<file path="src/rtl/hit_resolver.sv">
// Frame-synchronous hitbox/hurtbox resolver. Registers at most one contact per attack
// instance, classifies it as a hit or a block, and runs the target's stun counter.
//
// state | meaning
// IDLE  | attacker not attacking
// ARMED | attack in progress, contact not yet landed
// SPENT | this attack instance already landed; waits for attack_start to re-arm
module hit_resolver #(
    parameter int COORD_W    = 10,
    parameter int N_HITBOX   = 2,
    parameter int STUN_W     = 6,
    parameter int HIT_STUN   = 20,
    parameter int BLOCK_STUN = 12
) (
    input  logic                          clk,
    input  logic                          rst,
    input  logic                          frame_tick,
    input  logic                          attack_flag,
    input  logic                          attack_start,
    input  logic [N_HITBOX*COORD_W-1:0]   hb_x1,
    input  logic [N_HITBOX*COORD_W-1:0]   hb_x2,
    input  logic [N_HITBOX*COORD_W-1:0]   hb_y1,
    input  logic [N_HITBOX*COORD_W-1:0]   hb_y2,
    input  logic [N_HITBOX-1:0]           hb_active,
    input  logic [COORD_W-1:0]            hu_x1,
    input  logic [COORD_W-1:0]            hu_x2,
    input  logic [COORD_W-1:0]            hu_y1,
    input  logic [COORD_W-1:0]            hu_y2,
    input  logic                          hu_active,
    input  logic                          target_is_blocking,
    output logic                          got_hit_target,
    output logic                          got_blocked_target,
    output logic [2:0]                    hit_index,
    output logic                          stun_active,
    output logic                          stun_is_block,
    output logic [STUN_W-1:0]             stun_count
);

    localparam logic [1:0] IDLE  = 2'd0;
    localparam logic [1:0] ARMED = 2'd1;
    localparam logic [1:0] SPENT = 2'd2;

    localparam logic [STUN_W-1:0] HIT_LOAD   = STUN_W'(HIT_STUN);
    localparam logic [STUN_W-1:0] BLOCK_LOAD = STUN_W'(BLOCK_STUN);

    logic [1:0]          state;
    logic [1:0]          state_nxt;
    logic [N_HITBOX-1:0] overlap;
    logic [2:0]          sel;
    logic                contact;
    logic                register_contact;

    // Strict compares: boxes that only share an edge do not collide.
    always_comb begin
        overlap = '0;
        for (int i = 0; i < N_HITBOX; i++) begin
            overlap[i] = hb_active[i] & hu_active
                       & (hb_x1[i*COORD_W +: COORD_W] < hu_x2)
                       & (hb_x2[i*COORD_W +: COORD_W] > hu_x1)
                       & (hb_y1[i*COORD_W +: COORD_W] < hu_y2)
                       & (hb_y2[i*COORD_W +: COORD_W] > hu_y1);
        end
    end

    // Scanning downward leaves the lowest overlapping index in sel.
    always_comb begin
        sel = '0;
        for (int i = N_HITBOX - 1; i >= 0; i--) begin
            if (overlap[i]) begin
                sel = 3'(i);
            end
        end
    end

    assign contact          = attack_flag & (|overlap);
    assign register_contact = (state == ARMED) & frame_tick & contact;

    always_comb begin
        state_nxt = state;
        if (!attack_flag) begin
            state_nxt = IDLE;
        end else begin
            case (state)
                IDLE:    state_nxt = ARMED;
                ARMED:   if (register_contact) state_nxt = SPENT;
                SPENT:   if (attack_start) state_nxt = ARMED;
                default: state_nxt = IDLE;
            endcase
        end
    end

    always_ff @(posedge clk) begin
        if (rst) begin
            state              <= IDLE;
            got_hit_target     <= 1'b0;
            got_blocked_target <= 1'b0;
            hit_index          <= '0;
            stun_is_block      <= 1'b0;
            stun_count         <= '0;
        end else begin
            state              <= state_nxt;
            got_hit_target     <= 1'b0;
            got_blocked_target <= 1'b0;
            if (register_contact) begin
                got_hit_target     <= ~target_is_blocking;
                got_blocked_target <= target_is_blocking;
                hit_index          <= sel;
                if (target_is_blocking) begin
                    stun_count    <= BLOCK_LOAD;
                    stun_is_block <= (BLOCK_LOAD != '0);
                end else begin
                    stun_count    <= HIT_LOAD;
                    stun_is_block <= 1'b0;
                end
            end else if (frame_tick && (stun_count != '0)) begin
                stun_count <= stun_count - 1'b1;
                if (stun_count == STUN_W'(1)) begin
                    stun_is_block <= 1'b0;
                end
            end
        end
    end

    assign stun_active = (stun_count != '0);

endmodule

</file>
<file path="config.mk">
export PLATFORM = sky130hd
export DESIGN_NAME = hit_resolver
export DESIGN_NICKNAME = d
export VERILOG_FILES = /design/src/rtl/hit_resolver.sv
export SDC_FILE = /design/constraint.sdc
export NUM_CORES = 1
export LEC_CHECK = 0
export BUFFER_PORTS_ARGS = -buffer_cell sky130_fd_sc_hd__buf_2
export CORE_ASPECT_RATIO = 1.4
export CORE_MARGIN = 1.5
export CORE_UTILIZATION = 45
export CTS_CLUSTER_DIAMETER = 120
export CTS_CLUSTER_SIZE = 8
export DETAILED_ROUTE_END_ITERATION = 8
export GPL_ROUTABILITY_DRIVEN = 0
export GPL_TIMING_DRIVEN = 0
export MAX_ROUTING_LAYER = met4
export PLACE_DENSITY = 0.84
export SLEW_MARGIN = 10
export SYNTH_ARGS = -nofsm -noshare
export SYNTH_HDL_FRONTEND = slang
export SYNTH_SLANG_ARGS = --single-unit
</file>
<file path="constraint.sdc">
create_clock -name clk -period 2.3 [get_ports clk]
set_input_delay 0.23 -clock clk [delete_from_list [all_inputs] [get_ports clk]]
set_output_delay 0.23 -clock clk [all_outputs]
set_load 0.02 [all_outputs]
</file>
==> results.json, run 1 <==
{
  "status": "finished, final reports clean",
  "fillers": 477,
  "ys.flop_type": "dfxtp_1",
  "crit_arrival_ns": 2.36,
  "peakVddDrop_uv": 598.5,
  "cts-root-buf": "clkbuf_8",
  "route.met3.wl_microns": 404,
  "min_period_ns": 2.184,
  "yosysMostFrequentCell": "ha_1",
  "drtAntennaViolNets": 0,
  "synth_xor_area_share_pct": 1.800,
  "grt_start_max_net_pins": 11,
  "synth-compound-area-share_pct": 18.52,
  "drc": 0,
  "finish.instance_area_sq_um": 3334,
  "worstMarginPinSlew_ns": 0.5729,
  "drive_above_1_share_pct": 35.71,
  "finalPower_w": 0.001449,
  "diodes": 0,
  "startpoint_type": "flop",
  "worstSetupEndpointType": "flop",
  "first_pass_iters": 4,
  "max_stage_delay_ns": 0.51,
  "grt_first_pass_wirelength_microns": 11350,
  "cts_tree": "built",
  "ys_warn_count": 0,
  "die_w_microns": 65.14,
  "num_rows": 31,
  "cp.required_ns": 2.48,
  "r2r_end": "stun_count[3]",
  "syn_area_sq_um": 2432,
  "slowest_stage": "or4_4",
  "via_count": 2770,
  "critical_path.max_fanout": 3,
  "grt_pass1_vias": 2814,
  "wl_microns": 7046,
  "hold_viol_final": 0,
  "min_to": "got_hit_target",
  "synth.mux.area_fraction_pct": 1.080,
  "r2r_start": "state[0]",
  "synth_common_cells": "ha_1 (79), inv_1 (48), a21oi_1 (24)",
  "core-area_sq_um": 5197,
  "dr.max_layer_used": "met4",
  "crit_family": "simple AND/OR/NAND/NOR gates",
  "yosys.area_share.simple_pct": 19.75,
  "instances_no_fill": 514,
  "clk_pin_slew_ns": 0.05,
  "die_h_microns": 89.99,
  "avgSynthCellArea_sq_um": 8.054,
  "powerDensity_nw_per_um2": 434.5,
  "finClkSkew_ns": 0.001794,
  "synthAdderAreaFrac_pct": 40.64,
  "placed_cell_area_sq_um": 3214,
  "synth_cell_types": 45,
  "post-place-cells": 508,
  "synth_area_leaders": "ha_1 (41%), dfxtp_1 (9.9%), inv_1 (7.4%)",
  "clk_latency_ns": 0.25,
  "cts_hold_buf": 0,
  "wl_per_cell_microns": 13.71,
  "via_per_inst": 5.389,
  "utilization_pct": 64.16,
  "htreeDepth": 1,
  "synth_top_family_by_area": "adder cells",
  "max_freq_ghz": 0.4578,
  "crit_chain": "nand4_1, or4_4, a2111o_1, nor4_4, a32oi_2, buf_4, nand2b_1, a21oi_1",
  "hold_class": "primary input to flop",
  "dieArea_sq_um": 5862,
  "grt_usage_pct": 24.43,
  "worstHoldPathCells": 2,
  "synth_edf_count": 0,
  "relSlewSlack_pct": 61.81,
  "reg2reg_slack_ns": 0.12,
  "fin_crit_sh_pct": 94.97,
  "fin_ws_ns": 0.1157,
  "final_nets": 657,
  "grt.overflow.total": 0,
  "cts.sinks": 12,
  "portBuffers": 139,
  "max-cap-violations": 0,
  "synth_top_area_share_pct": 40.64,
  "finalSetupViolations": 0,
  "ys_ff_latch": 12,
  "critPathBufInv": 1,
  "critPathKind": "flop to flop",
  "p_leak_nw": 1.923,
  "clk_path_buf_depth": 2,
  "hold_start": "target_is_blocking",
  "rsz0062_at_grt": "false",
  "ys_seq_area_share_pct": 9.877,
  "numCtsBuffers": 3,
  "dp_worst_setup_slack_ns": -0.2470,
  "drtIter0Drc": 73,
  "wl_met2_microns": 3949,
  "start_util_pct": 46.80,
  "syn2layout_area_growth_pct": 37.09,
  "synthArstFlopShare_pct": 0,
  "antenna_found_initial": 0,
  "drv_slew": 0,
  "pin_count": 142,
  "synth_area_leader_cell": "ha_1",
  "r2r_cells": 8,
  "hpwl_microns": 6203,
  "met1_length_microns": 2506,
  "syn_inst": 302
}
-- routing by layer --
layer | GRT usage, % | vias to the layer above
met5 | - | -
met4 | 8.160 | 0
met3 | 2.503 | 24
met2 | 48.45 | 109
met1 | 23.61 | 1238
li1 | - | 1399
-- flip-flops by register name (all words and copies together), names as in the netlist --
signal              cells
hit_index               1
state                   2
stun_count              6
got_blocked_target      1
stun_is_block           1
got_hit_target          1
-- final cells by class --
class	count	area, sq um	area share [%]
plain buffers	3	18.77	0.5629
clock buffers	4	55.05	1.651
inverters	48	180.2	5.403
multi-input cells	240	2046	61.35
flip-flops and latches	12	241.5	7.242
well taps	66	82.58	2.477
repair buffers	141	710.7	21.31
-- worst max path at each step --
stage | cells past startpoint | start | end | slack, ns
6_report | 8 | state[0] | stun_count[3] | 0.12
5_1_grt | 8 | state[0] | stun_count[3] | 0.02
4_1_cts | 7 | state[0] | state[1] | 0.05
3_5_place_dp | 10 | hu_x1[5] | stun_count[4] | -0.25
3_3_place_gp | 10 | hu_y1[7] | stun_count[4] | -0.18
2_1_floorplan | 9 | hu_y2[9] | stun_count[4] | 0.18
-- placed cells by master (no fill, tap or decap), drive strengths merged, types with 2 or more instances in the layout --
| cell type | n |
|---|---|
| a2111oi | 4 |
| a211oi | 5 |
| a21boi | 2 |
| a21o | 13 |
| a21oi | 24 |
| a32oi | 2 |
| and4 | 4 |
| buf | 143 |
| clkbuf | 5 |
| conb | 2 |
| dfxtp | 12 |
| ha | 79 |
| inv | 48 |
| mux2 | 2 |
| nand2 | 17 |
| nand2b | 11 |
| nand3 | 7 |
| nand4 | 16 |
| nor2 | 8 |
| nor2b | 3 |
| nor3 | 9 |
| nor4 | 4 |
| o21ai | 6 |
| o31ai | 2 |
| xnor2 | 2 |
| xor2 | 3 |
-- metrics by stage --
step / setup TNS [ns] / hold WS, ns
final: 0 / 0.2221
after global routing: 0 / 0.2313
after CTS: 0 / 0.2198
after detailed placement: -0.7501 / 0.4443
after global placement: -0.4476 / 0.4285
after floorplan: 0 / 0.3093
-- report_power, final --
| part | internal [W] | switching, W | total (W) |
|---|---|---|---|
| registers | 0.000259 | 0.0000587 | 0.000317 |
| clock network | 0.000152 | 0.0000854 | 0.000237 |
| logic | 0.000408 | 0.000486 | 0.000894 |
| total | 0.000818 | 0.000630 | 0.00145 |
-- logic make-up after synthesis --
kind of cell	after synthesis
xor gates and xnor gates	5
muxes	2
AOI/OAI and AO/OA	67
DFF	12
adders and majority gates	79
buffers and inverters	51
other	1
and+or+nand+nor	85
-- timing repair --
item | in CTS | in global routing
pin swaps | 1 | 3
buffers inserted | 2 | 0
setup endpoints to repair | 1 | 6
hold endpoints to repair | 0 | 0
gates resized for setup | 0 | 11
No activity file was read; power rests on OpenSTA's default activity.
==> inputs of run 2 (changes only) <==
--- a/config.mk
+++ b/config.mk
@@ -5,7 +5,7 @@
 export SDC_FILE = /design/constraint.sdc
 export NUM_CORES = 1
 export LEC_CHECK = 0
-export BUFFER_PORTS_ARGS = -buffer_cell sky130_fd_sc_hd__buf_2
+export BUFFER_PORTS_ARGS = -buffer_cell sky130_fd_sc_hd__buf_4
 export CORE_ASPECT_RATIO = 1.4
 export CORE_MARGIN = 1.5
 export CORE_UTILIZATION = 45
==> constraint.sdc (replaced) <==
create_clock -name clk -period 2.3 [get_ports clk]
set_input_delay 0.575 -clock clk [delete_from_list [all_inputs] [get_ports clk]]
set_output_delay 0.575 -clock clk [all_outputs]
set_load 0.02 [all_outputs]
==> run 2 against run 1 <==
The run now ends with negative setup slack left. Final cell count grew 1.6%. Design area up 24%. Total power rose by 16%. Critical endpoint is now stun_is_block. Largest power group unchanged. Highest routed layer unchanged.
==> results.json, run 2 (same netlist as run 1, synthesis figures left out) <==
{
  "r2r_end": "stun_count[4]",
  "instances_no_fill": 522,
  "die_w_microns": 65.14,
  "cts-root-buf": "clkbuf_8",
  "critPathKind": "primary input to flop",
  "drv_slew": 0,
  "num_rows": 31,
  "dp_worst_setup_slack_ns": -0.5816,
  "p_leak_nw": 2.109,
  "area.sequential_sq_um": 240.2,
  "relSlewSlack_pct": 56.82,
  "reg2reg_slack_ns": 0.10,
  "cts_tree": "built",
  "first_pass_iters": 4,
  "max-cap-violations": 0,
  "hold_class": "flop to flop",
  "post-place-cells": 508,
  "placed_cell_area_sq_um": 3642,
  "grt_pass1_vias": 2909,
  "antenna_found_initial": 0,
  "worstMarginPinSlew_ns": 0.6477,
  "drive_above_1_share_pct": 48.46,
  "portBuffers": 139,
  "fin_crit_sh_pct": 100.5,
  "clk_latency_ns": 0.25,
  "violations": "negative setup slack",
  "critical_path.max_fanout": 4,
  "dieArea_sq_um": 5862,
  "max_freq_ghz": 0.4328,
  "powerDensity_nw_per_um2": 406.9,
  "die_h_microns": 89.99,
  "grt.overflow.total": 0,
  "finClkSkew_ns": 0.003386,
  "grt_start_max_net_pins": 11,
  "crit_arrival_ns": 2.46,
  "grt_usage_pct": 25.69,
  "crit_top_cell": "nand4_1",
  "start_util_pct": 46.80,
  "drtIter0Drc": 80,
  "fillers": 380,
  "hpwl_microns": 6501,
  "peakVddDrop_uv": 241.9,
  "via_per_inst": 5.511,
  "multi_input_area_sq_um": 2401,
  "wl_microns": 8200,
  "min_period_ns": 2.311,
  "wl_per_cell_microns": 15.71,
  "final_cell_mix": "buf_4 (147), ha_1 (63), inv_1 (33), a21oi_1 (19)",
  "cts.sinks": 12,
  "drtAntennaViolNets": 0,
  "hold_start": "hit_index[0]",
  "startpoint_type": "primary input",
  "slowest_stage": "a2111oi_2",
  "r2r_cells": 7,
  "via_count": 2877,
  "min_to": "hit_index[0]",
  "worstHoldPathCells": 2,
  "cp.required_ns": 2.45,
  "finish.instance_area_sq_um": 4146,
  "rsz0062_at_grt": "true",
  "regMostFlops": "stun_count",
  "max_stage_delay_ns": 0.35,
  "grt_first_pass_wirelength_microns": 11840,
  "top_regs": "stun_count x6, state x2",
  "numCtsBuffers": 3,
  "diodes": 0,
  "cts_hold_buf": 0,
  "pin_count": 142,
  "utilization_pct": 79.78,
  "htreeDepth": 1,
  "syn2layout_area_growth_pct": 70.47,
  "clk_pin_slew_ns": 0.06,
  "finalSetupViolations": 1,
  "drc": 0,
  "largest_reg_flops": 6,
  "r2r_start": "state[0]",
  "final_common_cell": "buf_4",
  "fin_ws_ns": -0.01077,
  "status": "complete, but fails checks",
  "worstSetupEndpointType": "flop",
  "hold_viol_final": 0,
  "crit_chain": "buf_4, ha_1, and4_1, nand4_1, nand4_1, a2111oi_2, nand4_1, nand2_2, mux2_4",
  "core-area_sq_um": 5197,
  "clk_path_buf_depth": 2,
  "final_nets": 665
}
[run 2: changes by cell type in the layout (fill, tap and decap cells not counted), moves of 11 or more]
cell   change
ha_1      -16
buf_4    +143
inv_2     +11
ha_4      +16
buf_2    -139
inv_1     -15
[run 2: worst max-delay path, delay by kind of cell]
kind                     cells  cell delay (ns)
AND/OR/NAND/NOR              5             0.81
buffers and inverters        1             0.11
adder cells (fa/ha/maj)      1             0.31
multiplexers                 1             0.30
AO/OA/AOI/OAI                1             0.35
[run 2: layout make-up]
| cell class | count | share of cell area (%) |
|---|---|---|
| Multi-Input combinational cell | 240 | 57.91 |
| Sequential cell | 12 | 5.794 |
| Clock buffer | 4 | 1.328 |
| Buffer | 3 | 0.4526 |
| Timing Repair Buffer | 149 | 27.64 |
| Inverter | 48 | 4.888 |
| Tap cell | 66 | 1.992 |
[run 2: how the worst max path moves through the flow]
stage                   from             to  cells past startpoint
floorplan           hu_y1[7]  stun_count[4]                      9
global placement    hu_x1[5]  stun_count[4]                     10
detailed placement  hu_x1[5]  stun_count[4]                     10
CTS                 hu_x1[5]  stun_is_block                     10
global route        hb_x2[7]  stun_is_block                      9
finish              hb_x2[7]  stun_is_block                      9
[run 2: repair_timing]
item                                    CTS  global route
buffers inserted                          7             4
endpoints found under the setup margin    9            12
gates cloned                              0             0
resized for setup                        23            48
pin swaps                                12            26
[run 2: metrics by stage]
| stage | hold slack [ns] | total power [W] | TNS [ns] |
|---|---|---|---|
| final | 0.4956 | 0.001687 | -0.01077 |
| after global routing | 0.5209 | 0.001823 | -0.3786 |
| after CTS | 0.4605 | 0.001600 | -0.07123 |
| after detailed placement | 0.4534 | 0.001326 | -4.040 |
| after global placement | 0.4425 | 0.001284 | -4.069 |
| after floorplan | 0.4631 | 0.0009009 | -0.1466 |
[run 2: where the power goes]
group / switching, W / internal, W
registers: 0.0000567 / 0.000258
clock network: 0.0000895 / 0.000152
logic: 0.000569 / 0.000561
total: 0.000715 / 0.000972
[run 2: layer usage]
layer  track usage [%]  vias to the layer above  routed length (microns)
li1                  -                     1414                        -
met3             2.378                       26                      385
met4             7.118                        0                      252
met5                 -                        -                        0
met1             25.02                     1314                     2820
met2             51.63                      123                     4742
